<file path="config.mk">
export PLATFORM = sky130hd
export DESIGN_NAME = bp_fetch_pcgen
export DESIGN_NICKNAME = d
export VERILOG_FILES = /design/src/rtl/bp_pkg.sv /design/src/rtl/bp_pred_queue.sv /design/src/rtl/bp_fetch_pcgen.sv
export SDC_FILE = /design/constraint.sdc
export NUM_CORES = 1
export LEC_CHECK = 0
export ABC_AREA = 1
export CORE_MARGIN = 4
export CORE_UTILIZATION = 55
export CTS_CLUSTER_DIAMETER = 30
export DETAILED_ROUTE_END_ITERATION = 16
export GPL_TIMING_DRIVEN = 0
export PLACE_DENSITY = 0.77
export SYNTH_ARGS = -nofsm -noshare
export SYNTH_HDL_FRONTEND = slang
export SYNTH_SLANG_ARGS = --single-unit
</file>
<file path="constraint.sdc">
create_clock -name clk -period 5.6 [get_ports clk]
set_input_delay 1.12 -clock clk [delete_from_list [all_inputs] [get_ports clk]]
set_output_delay 1.12 -clock clk [all_outputs]
set_load 0.01 [all_outputs]
</file>
<file path="src/rtl/bp_pkg.sv">
// Shared types and helpers for the fetch next-PC generator.
// Optional feature macro used by bp_fetch_pcgen: BP_PERF_CNT_EN.
package bp_pkg;

    localparam int BP_INSTR_SIZE_BYTE = 4;
    localparam int BP_XLEN            = BP_INSTR_SIZE_BYTE * 8;

    // One in-flight prediction, checked in order against execute.
    typedef struct packed {
        logic [BP_XLEN-1:0] pc;
        logic               taken;
        logic [BP_XLEN-1:0] offset;
    } pred_entry_t;

    // Fall-through PC; wraps modulo 2^XLEN.
    function automatic logic [BP_XLEN-1:0] next_seq_pc(input logic [BP_XLEN-1:0] pc);
        return pc + BP_XLEN'(BP_INSTR_SIZE_BYTE);
    endfunction

endpackage

</file>
<file path="src/rtl/bp_pred_queue.sv">
// In-order queue of in-flight predictions: push, pop, whole-queue clear,
// occupancy count and head read. Clear wins over push/pop in the same cycle.
module bp_pred_queue
    import bp_pkg::*;
#(
    parameter int DEPTH = 8,
    localparam int PW   = $clog2(DEPTH)
) (
    input  logic        clk,
    input  logic        rst_n,
    input  logic        push_i,
    input  pred_entry_t wdata_i,
    input  logic        pop_i,
    input  logic        clear_i,
    output logic [PW:0] count_o,
    output pred_entry_t head_o
);

    pred_entry_t       mem_q [DEPTH];
    logic [PW-1:0]     rd_ptr_q, rd_ptr_d;
    logic [PW-1:0]     wr_ptr_q, wr_ptr_d;
    logic [PW:0]       count_q, count_d;

    // Next pointers/count; power-of-two depth lets pointers wrap naturally.
    always_comb begin
        rd_ptr_d = rd_ptr_q;
        wr_ptr_d = wr_ptr_q;
        count_d  = count_q;
        if (clear_i) begin
            rd_ptr_d = '0;
            wr_ptr_d = '0;
            count_d  = '0;
        end else begin
            if (push_i) wr_ptr_d = wr_ptr_q + PW'(1);
            if (pop_i)  rd_ptr_d = rd_ptr_q + PW'(1);
            case ({push_i, pop_i})
                2'b10:   count_d = count_q + (PW+1)'(1);
                2'b01:   count_d = count_q - (PW+1)'(1);
                default: count_d = count_q;
            endcase
        end
    end

    // Pointer and occupancy state.
    always_ff @(posedge clk or negedge rst_n) begin
        if (!rst_n) begin
            rd_ptr_q <= '0;
            wr_ptr_q <= '0;
            count_q  <= '0;
        end else begin
            rd_ptr_q <= rd_ptr_d;
            wr_ptr_q <= wr_ptr_d;
            count_q  <= count_d;
        end
    end

    // Entry storage; contents are don't-care until pushed.
    always_ff @(posedge clk) begin
        if (push_i && !clear_i) mem_q[wr_ptr_q] <= wdata_i;
    end

    assign count_o = count_q;
    assign head_o  = mem_q[rd_ptr_q];

endmodule

</file>
<file path="src/rtl/bp_fetch_pcgen.sv">
// Fetch next-PC generator: issues the fetch PC to the predictor, follows
// its same-cycle prediction, queues each prediction and checks it against
// execute, flushing/redirecting on a mispredict.
// Optional: BP_PERF_CNT_EN adds saturating branch/mispredict counters.
// Entry fields are sized by bp_pkg::BP_XLEN; keep INSTR_SIZE_BYTE in step.
module bp_fetch_pcgen
    import bp_pkg::*;
#(
    parameter int                                INSTR_SIZE_BYTE = BP_INSTR_SIZE_BYTE,
    parameter logic [INSTR_SIZE_BYTE*8-1:0]      RESET_PC        = '0,
    parameter int                                PRED_Q_DEPTH    = 8,
    localparam int                               XLEN            = INSTR_SIZE_BYTE * 8
) (
    input  logic            clk,
    input  logic            rst_n,
    input  logic            in_stall,
    output logic [XLEN-1:0] out_fetch_pc,
    output logic            out_fetch_nop,
    input  logic            in_pred_taken,
    input  logic [XLEN-1:0] in_pred_offset,
    input  logic            in_exe_nop,
    input  logic [XLEN-1:0] in_exe_pc,
    input  logic            in_exe_branch_taken,
    input  logic [XLEN-1:0] in_exe_branch_offset,
    output logic            out_flush,
    output logic [XLEN-1:0] out_redirect_pc,
`ifdef BP_PERF_CNT_EN
    output logic [31:0]     out_br_cnt,
    output logic [31:0]     out_mispred_cnt,
`endif
    output logic            out_seq_err
);

    localparam int PW = $clog2(PRED_Q_DEPTH);

    logic [XLEN-1:0] pc_q, pc_d;
    logic            seq_err_q, seq_err_d;
    logic [PW:0]     q_cnt;
    pred_entry_t     head, wentry;
    logic            full, empty, fire, pop_vld, mispred;
    logic [XLEN-1:0] exe_target;

    assign full  = (q_cnt == (PW+1)'(PRED_Q_DEPTH));
    assign empty = (q_cnt == '0);

    // Issue uses the pre-pop count, so a full queue stalls one cycle even
    // while it drains. Reset forces a bubble.
    assign fire    = rst_n && !in_stall && !full && !out_flush;
    assign pop_vld = !in_exe_nop && !empty;
    assign mispred = pop_vld && ((head.taken != in_exe_branch_taken) ||
                                 (in_exe_branch_taken && head.offset != in_exe_branch_offset));

    assign exe_target      = in_exe_branch_taken ? in_exe_pc + in_exe_branch_offset
                                                 : next_seq_pc(in_exe_pc);
    assign out_flush       = mispred;
    assign out_redirect_pc = mispred ? exe_target : '0;
    assign out_fetch_pc    = pc_q;
    assign out_fetch_nop   = !fire;
    assign out_seq_err     = seq_err_q;

    assign wentry = '{pc: pc_q, taken: in_pred_taken, offset: in_pred_offset};

    bp_pred_queue #(.DEPTH(PRED_Q_DEPTH)) u_queue (
        .clk     (clk),
        .rst_n   (rst_n),
        .push_i  (fire),
        .wdata_i (wentry),
        .pop_i   (pop_vld),
        .clear_i (mispred),
        .count_o (q_cnt),
        .head_o  (head)
    );

    // Next fetch PC and sticky ordering error.
    always_comb begin
        pc_d      = pc_q;
        seq_err_d = seq_err_q;
        if (out_flush)
            pc_d = exe_target;
        else if (fire)
            pc_d = in_pred_taken ? pc_q + in_pred_offset : next_seq_pc(pc_q);
        if (!in_exe_nop && (empty || head.pc != in_exe_pc))
            seq_err_d = 1'b1;
    end

    // Fetch PC and error flag registers.
    always_ff @(posedge clk or negedge rst_n) begin
        if (!rst_n) begin
            pc_q      <= RESET_PC;
            seq_err_q <= 1'b0;
        end else begin
            pc_q      <= pc_d;
            seq_err_q <= seq_err_d;
        end
    end

`ifdef BP_PERF_CNT_EN
    logic [31:0] br_cnt_q, mis_cnt_q;

    // Saturating counts of resolved branches and flushes.
    always_ff @(posedge clk or negedge rst_n) begin
        if (!rst_n) begin
            br_cnt_q  <= '0;
            mis_cnt_q <= '0;
        end else begin
            if (pop_vld && (in_exe_branch_taken || head.taken) && br_cnt_q != '1)
                br_cnt_q <= br_cnt_q + 32'd1;
            if (out_flush && mis_cnt_q != '1)
                mis_cnt_q <= mis_cnt_q + 32'd1;
        end
    end

    assign out_br_cnt      = br_cnt_q;
    assign out_mispred_cnt = mis_cnt_q;
`endif

endmodule

</file>
# After elaboration in Yosys (flattened, before gate mapping)
# Memories as Yosys holds them, arrays and structs flattened.
# Cells that the tools add are included.
# op_classes
add_sub_neg	8
eq_ne	6
n_reduce_logical	20
muxes	13
# ops
operator	n
$mux W32	5
$add A32 B3 Y32 const B	2
$add A32 B32 Y32	2
$ne A32 B32 Y1	2
$mux W3	4
$logic_and A1 B1 Y1	8
$pmux W4 S2	1
$add A3 B1 Y3 const B	2
$logic_not A1 Y1	6
$add A4 B1 Y4 const B	1
$eq A4 B4 Y1 const B	1
$logic_not A4 Y1	1
$mux W4	1
$reduce_bool A2 Y1	2
$sub A4 B1 Y4 const B	1
$reduce_bool A3 Y1	1
$eq A2 B1 Y1 const B	1
$eq A2 B2 Y1 const B	1
$logic_or A1 B1 Y1	2
$mux W1	2
$ne A1 B1 Y1	1
# totals
mem_count	1
reg_bits	43
ram_bits	520
word_cells	53
# memory_table
name	words	width	read_ports	rd_clocked_by_memory_dff	wr	line	source
u_queue.mem_q	8	65	1	0	1	bp_pred_queue.sv:19	pred_entry_t mem_q [DEPTH];

# Logic depth before layout (Yosys ltp)
# An unclocked memory read counts as a cell.
# depth
ltp_word	10
ltp_mapped	28
depth_no_buf	26

# Hierarchy
# A second synthesis with hierarchy kept.
# unflattened
cells_unflattened	3550
hier_area_um2	30362.9
# modules_own_cells
mod	area_each_um2	instances	cells_each
bp_pred_queue	20918.8	1	1687
bp_fetch_pcgen	9444.1	1	1863

# Worst setup path after synthesis
# Ideal clock, no wire load.
# synth_path
path_type	in2reg
start	in in_exe_branch_taken
end	mem u_queue.mem_q[0][0] (netlist name) (enable)
arrival_ns	4.952
cell_stages	11
setup_time_ns	0.488
setup_slack_ns	0.160
path_cell_list	clkbuf_1 -> nand2_1 -> nor2_1 -> nand2_1 -> nor2_1 -> nand3_1 -> o21bai_2 -> nand2_2 -> inv_2 -> nand2_1 -> nor2_1
# synth_between
elab_chain_cells	8
elab_cells_between_ends	9
classes_between	eq/ne: 1; mux: 2; reduce/logical: 6
# synth_lines
element	line	source
start, declared	bp_fetch_pcgen.sv:23	input logic in_exe_branch_taken,
$ne A1 B1 Y1 or $logic_and A1 B1 Y1 (tied branches)	bp_fetch_pcgen.sv:50, bp_fetch_pcgen.sv:51	
$logic_or A1 B1 Y1 (*)	bp_fetch_pcgen.sv:50	assign mispred = pop_vld && ((head.taken != in_exe_branch_taken) ||
$logic_and A1 B1 Y1 (*)	bp_fetch_pcgen.sv:50	
$logic_not A1 Y1 (*)	bp_pred_queue.sv:59, bp_fetch_pcgen.sv:48	
$logic_and A1 B1 Y1	bp_fetch_pcgen.sv:48	assign fire = rst_n && !in_stall && !full && !out_flush;
$logic_and A1 B1 Y1 (*)	bp_pred_queue.sv:59	if (push_i && !clear_i) mem_q[wr_ptr_q] <= wdata_i;
$mux W1 (*)	bp_pred_queue.sv:59	
$mux W1 (implied by the code) (*)	bp_pred_queue.sv:59	
end, declared	bp_pred_queue.sv:19	
# Every way passes the cells marked *; elsewhere a longest branch is shown, timed or not.

# Final worst setup path
# layout_path
start	reg u_queue.rd_ptr_q[2]
end	out out_redirect_pc[8]
# layout_between
elab_chain_cells	6
elab_cells_between_ends	7
classes_between	eq/ne: 2; mux: 1; reduce/logical: 3; memory: 1
# layout_lines
element	line	source
start, declared	bp_pred_queue.sv:20	logic [PW-1:0] rd_ptr_q, rd_ptr_d;
start signal, assigned	bp_pred_queue.sv:51	rd_ptr_q <= rd_ptr_d;
$mem_v2 Z8 W65 (*)	-	
$ne A32 B32 Y1	bp_fetch_pcgen.sv:51	(in_exe_branch_taken && head.offset != in_exe_branch_offset));
$logic_and A1 B1 Y1	bp_fetch_pcgen.sv:51	
$logic_or A1 B1 Y1 (*)	bp_fetch_pcgen.sv:50	
$logic_and A1 B1 Y1 (*)	bp_fetch_pcgen.sv:50	
$mux W32 (*)	bp_fetch_pcgen.sv:56	assign out_redirect_pc = mispred ? exe_target : '0;
end, declared	bp_fetch_pcgen.sv:26	output logic [XLEN-1:0] out_redirect_pc,
# Marked as above.

==> results.py <==
metrics = {
    "synth": {
        "yosysSeqAreaShare_pct": 56.80,
        "yosysWarnings": 0,
        "ys_top_cells_by_area": "edfxtp_1 (53%), nand2_1 (9.3%), nor2_1 (5.2%)",
        "synth_commonest_cells": "nand2_1 (726), edfxtp_1 (520), nor2_1 (408)",
        "ys_ff_latch": 563,
        "syn-num-nets": 3381,
        "yosysMostFrequentCell": "nand2_1",
        "synth_edf_count": 520,
        "syn_inst": 3208,
        "async_flop_share_pct": 7.638,
        "postSynthAreaPerCell_um2": 9.160,
        "synthFlopType": "edfxtp_1",
        "synth_top_area_share_pct": 53.14,
        "netlist_area_um2": 29380,
        "yosys.area.top_type": "edfxtp_1",
        "post_synth_num_cell_types": 52,
    },
    "floorplanning": {
        "pin_count": 169,
        "fp.dieW_um": 239.1,
        "core_area_um2": 52760,
        "rows": 84,
        "chipHeight_um": 239.1,
        "initial_utilization_pct": 55.69,
        "die-area_um2": 57190,
    },
    "cts": {
        "clockBufferDepth": 3,
        "holdBufCountCts": 0,
        "cts_tree": "done",
        "clock_latency_ns": 0.67,
        "htreeDepth": 3,
        "clock_sinks": 563,
        "cts_made_buffers": 106,
        "path_clk_slew_ns": 0.05,
        "cts_root_buf": "clkbuf_16",
    },
    "detailed_routing": {
        "first_pass_iters": 9,
        "drt_wl_total_mm": 112.2,
        "vias": 26690,
        "avgViaCountPerCell": 6.228,
        "initialDrtViolationCount": 4211,
        "postRouteAntennaNets": 0,
        "wire_per_inst_um": 26.19,
        "drc": 0,
    },
    "place": {
        "preCtsSetupSlack_ns": -0.2897,
        "port_buffers": 167,
        "gp_congestion": 1.008,
        "dpl.hpwl_mm": 79.67,
    },
    "sta": {
        "clock_skew_ns": 0.02358,
        "period_share_pct": 101.1,
        "hold_viol": 0,
        "tightest_slew_ns": 1.248,
        "fin_ws_ns": -0.06049,
        "drv_slew": 0,
        "rsz0062_at_grt": "yes",
        "relSlewSlack_pct": 16.14,
        "layout_min_cycle_time_ns": 5.660,
        "fmax_ghz": 0.1767,
        "setup_viol": 3,
        "tns_ns": -0.1161,
    },
    "setup_path": {
        "crit_buf_inv": 5,
        "cp.arrival_ns": 4.54,
        "path_common_cell": "nand2_1",
        "cp_cell_sequence": "buf_2 > clkdlybuf4s15_2 > nand2_1 > nand2_1 > nand2_1 > nor2_1 > nand2_1 > nor2_1 > nand3_1 > nor2_1 > nor2_2 > buf_2 > o211ai_1 > inv_1 > clkdlybuf4s50_1",
        "r2r_setup_slack_ns": 0.70,
        "end_kind": "primary output",
        "crit_path_start_kind": "flip-flop",
        "r2r-end": "u_queue.mem_q[7][25]$_DFFE_PP_",
        "r2r_start": "u_queue.rd_ptr_q[2]$_DFFE_PN0P_",
        "worstPathMaxFanout": 10,
        "crit_slowest_cell": "clkdlybuf4s15_2",
        "cp_top_family": "buffers and inverters",
        "cp_slowest_stage_delay_ns": 0.63,
        "worst_r2r_path_depth": 16,
        "crit_required_ns": 4.48,
        "worst-setup-path-type": "reg -> out",
    },
    "global_routing": {
        "grt_pass1_wl_mm": 160.8,
        "antenna_found_initial": 6,
        "grt_usage_pct": 38.47,
        "grt_max_degree": 26,
        "overflow": 0,
        "grt_pass1_vias": 25060,
    },
    "pwr": {
        "powerDensity_nw_per_um2": 555.5,
        "irDropWorstVdd_mv": 0.3806,
        "power_leakage_nw": 14.74,
    },
    "final_layout": {
        "nNetsFinal": 3679,
        "n_fill_cell": 3920,
        "area_delta_synth_final_pct": 24.13,
        "drive_above_1_share_pct": 9.650,
    },
    "run": {
        "maxCapViolations": 0,
    },
    "run_status": {
        "status": "finished with violations",
        "violations": "setup timing",
    },
    "worst_hold_path": {
        "hp-class": "in -> async",
    },
}
-- final cells by class --
cell class	instances	area, um2	share of cell area (%)
Sequential cell	563	16690	45.76
Clock inverter	79	933.4	2.559
Timing Repair Buffer	190	2182	5.982
Buffer	127	673.1	1.845
Multi-Input combinational cell	2189	11170	30.62
Inverter	329	1240	3.399
Clock buffer	119	2723	7.464
Tap cell	688	860.8	2.360
Antenna cell	1	2.502	0.006860
-- layer usage --
metal	GRT usage, %	share of wire (%)	wire length, um
met3	11.06	15	17110
met1	53.71	37	41660
met4	18.98	5.6	6269
met5	0	0.019	21
met2	55.53	42	47170
-- flip-flops by register name, summed over array words and instances, names as in the netlist --
name / cells
out_fetch_pc: 32
out_seq_err: 1
u_queue.count_o: 4
u_queue.mem_q: 520
u_queue.rd_ptr_q: 3
u_queue.wr_ptr_q: 3
-- report_power, final --
part / total (mW) / leakage [nW] / switching [mW] / internal [mW]
logic: 7.75 / 7.78 / 5.37 / 2.39
registers: 6.01 / 5.21 / 0.781 / 5.23
clock network: 6.50 / 1.75 / 2.25 / 4.24
-- worst max path at each step --
stage / slack [ns] / depth (start not counted) / startpoint / end
after global routing: -0.09 / 16 / in_exe_pc[2] / out_redirect_pc[21]
after CTS: 0.003 / 14 / in_exe_branch_offset[4] / out_redirect_pc[27]
after global placement: -5.72 / 7 / rst_n / u_queue.mem_q[3][20]$_DFFE_PP_
after floorplan: 0.16 / 11 / in_exe_branch_taken / u_queue.mem_q[0][0]$_DFFE_PP_
final: -0.06 / 15 / u_queue.rd_ptr_q[2]$_DFFE_PN0P_ / out_redirect_pc[8]
after detailed placement: -0.29 / 13 / in_exe_pc[17] / out_redirect_pc[24]
-- cells by family after synthesis --
| kind of cell | count (synthesis) | share of synthesized area [%] |
|---|---|---|
| AO/OA/AOI/OAI | 562 | 10.73 |
| XOR/XNOR | 67 | 1.997 |
| adder cells (fa/ha/maj) | 71 | 3.100 |
| buffers and inverters | 456 | 6.285 |
| flip-flops | 563 | 56.80 |
| multiplexers | 1 | 0.03407 |
| AND/OR/NAND/NOR | 1488 | 21.05 |
-- cell usage in the layout, fill, tap and decap left out, types with 24 or more instances in the layout --
| cell type | instances |
|---|---|
| nand2_1 | 725 |
| edfxtp_1 | 520 |
| nor2_1 | 395 |
| inv_1 | 322 |
| o21ai_0 | 240 |
| nand3_1 | 222 |
| clkdlybuf4s50_1 | 151 |
| a21oi_1 | 118 |
| clkbuf_16 | 107 |
| clkbuf_1 | 55 |
| ha_1 | 53 |
| o21ai_1 | 52 |
| xor2_1 | 48 |
| dfrtp_1 | 42 |
| o22ai_1 | 36 |
| buf_2 | 34 |
| nor3_1 | 32 |
| a31oi_1 | 26 |
| buf_4 | 25 |
| nand4_1 | 25 |
| nand3b_1 | 24 |
-- timing repair --
item / CTS / global route
setup buffers: 0 / 1
gates resized for setup: 39 / 67
setup endpoints to repair: 29 / 29
pin swaps: 0 / 3
-- stage by stage --
step	area (um2)	cells	hold WS, ns	util, %	power (mW)
4_1_cts	36190	4283	0.4874	68.59	19.81
2_1_floorplan	29380	3208	0.4997	-	10.05
6_report	36480	4285	0.4923	69.14	20.26
5_1_grt	36480	4285	0.5347	69.14	20.97
3_5_place_dp	32460	4085	0.5208	61.53	13.26
3_3_place_gp	31920	4063	0.5220	60.49	13.11
No activity file was read; power rests on OpenSTA's default activity.
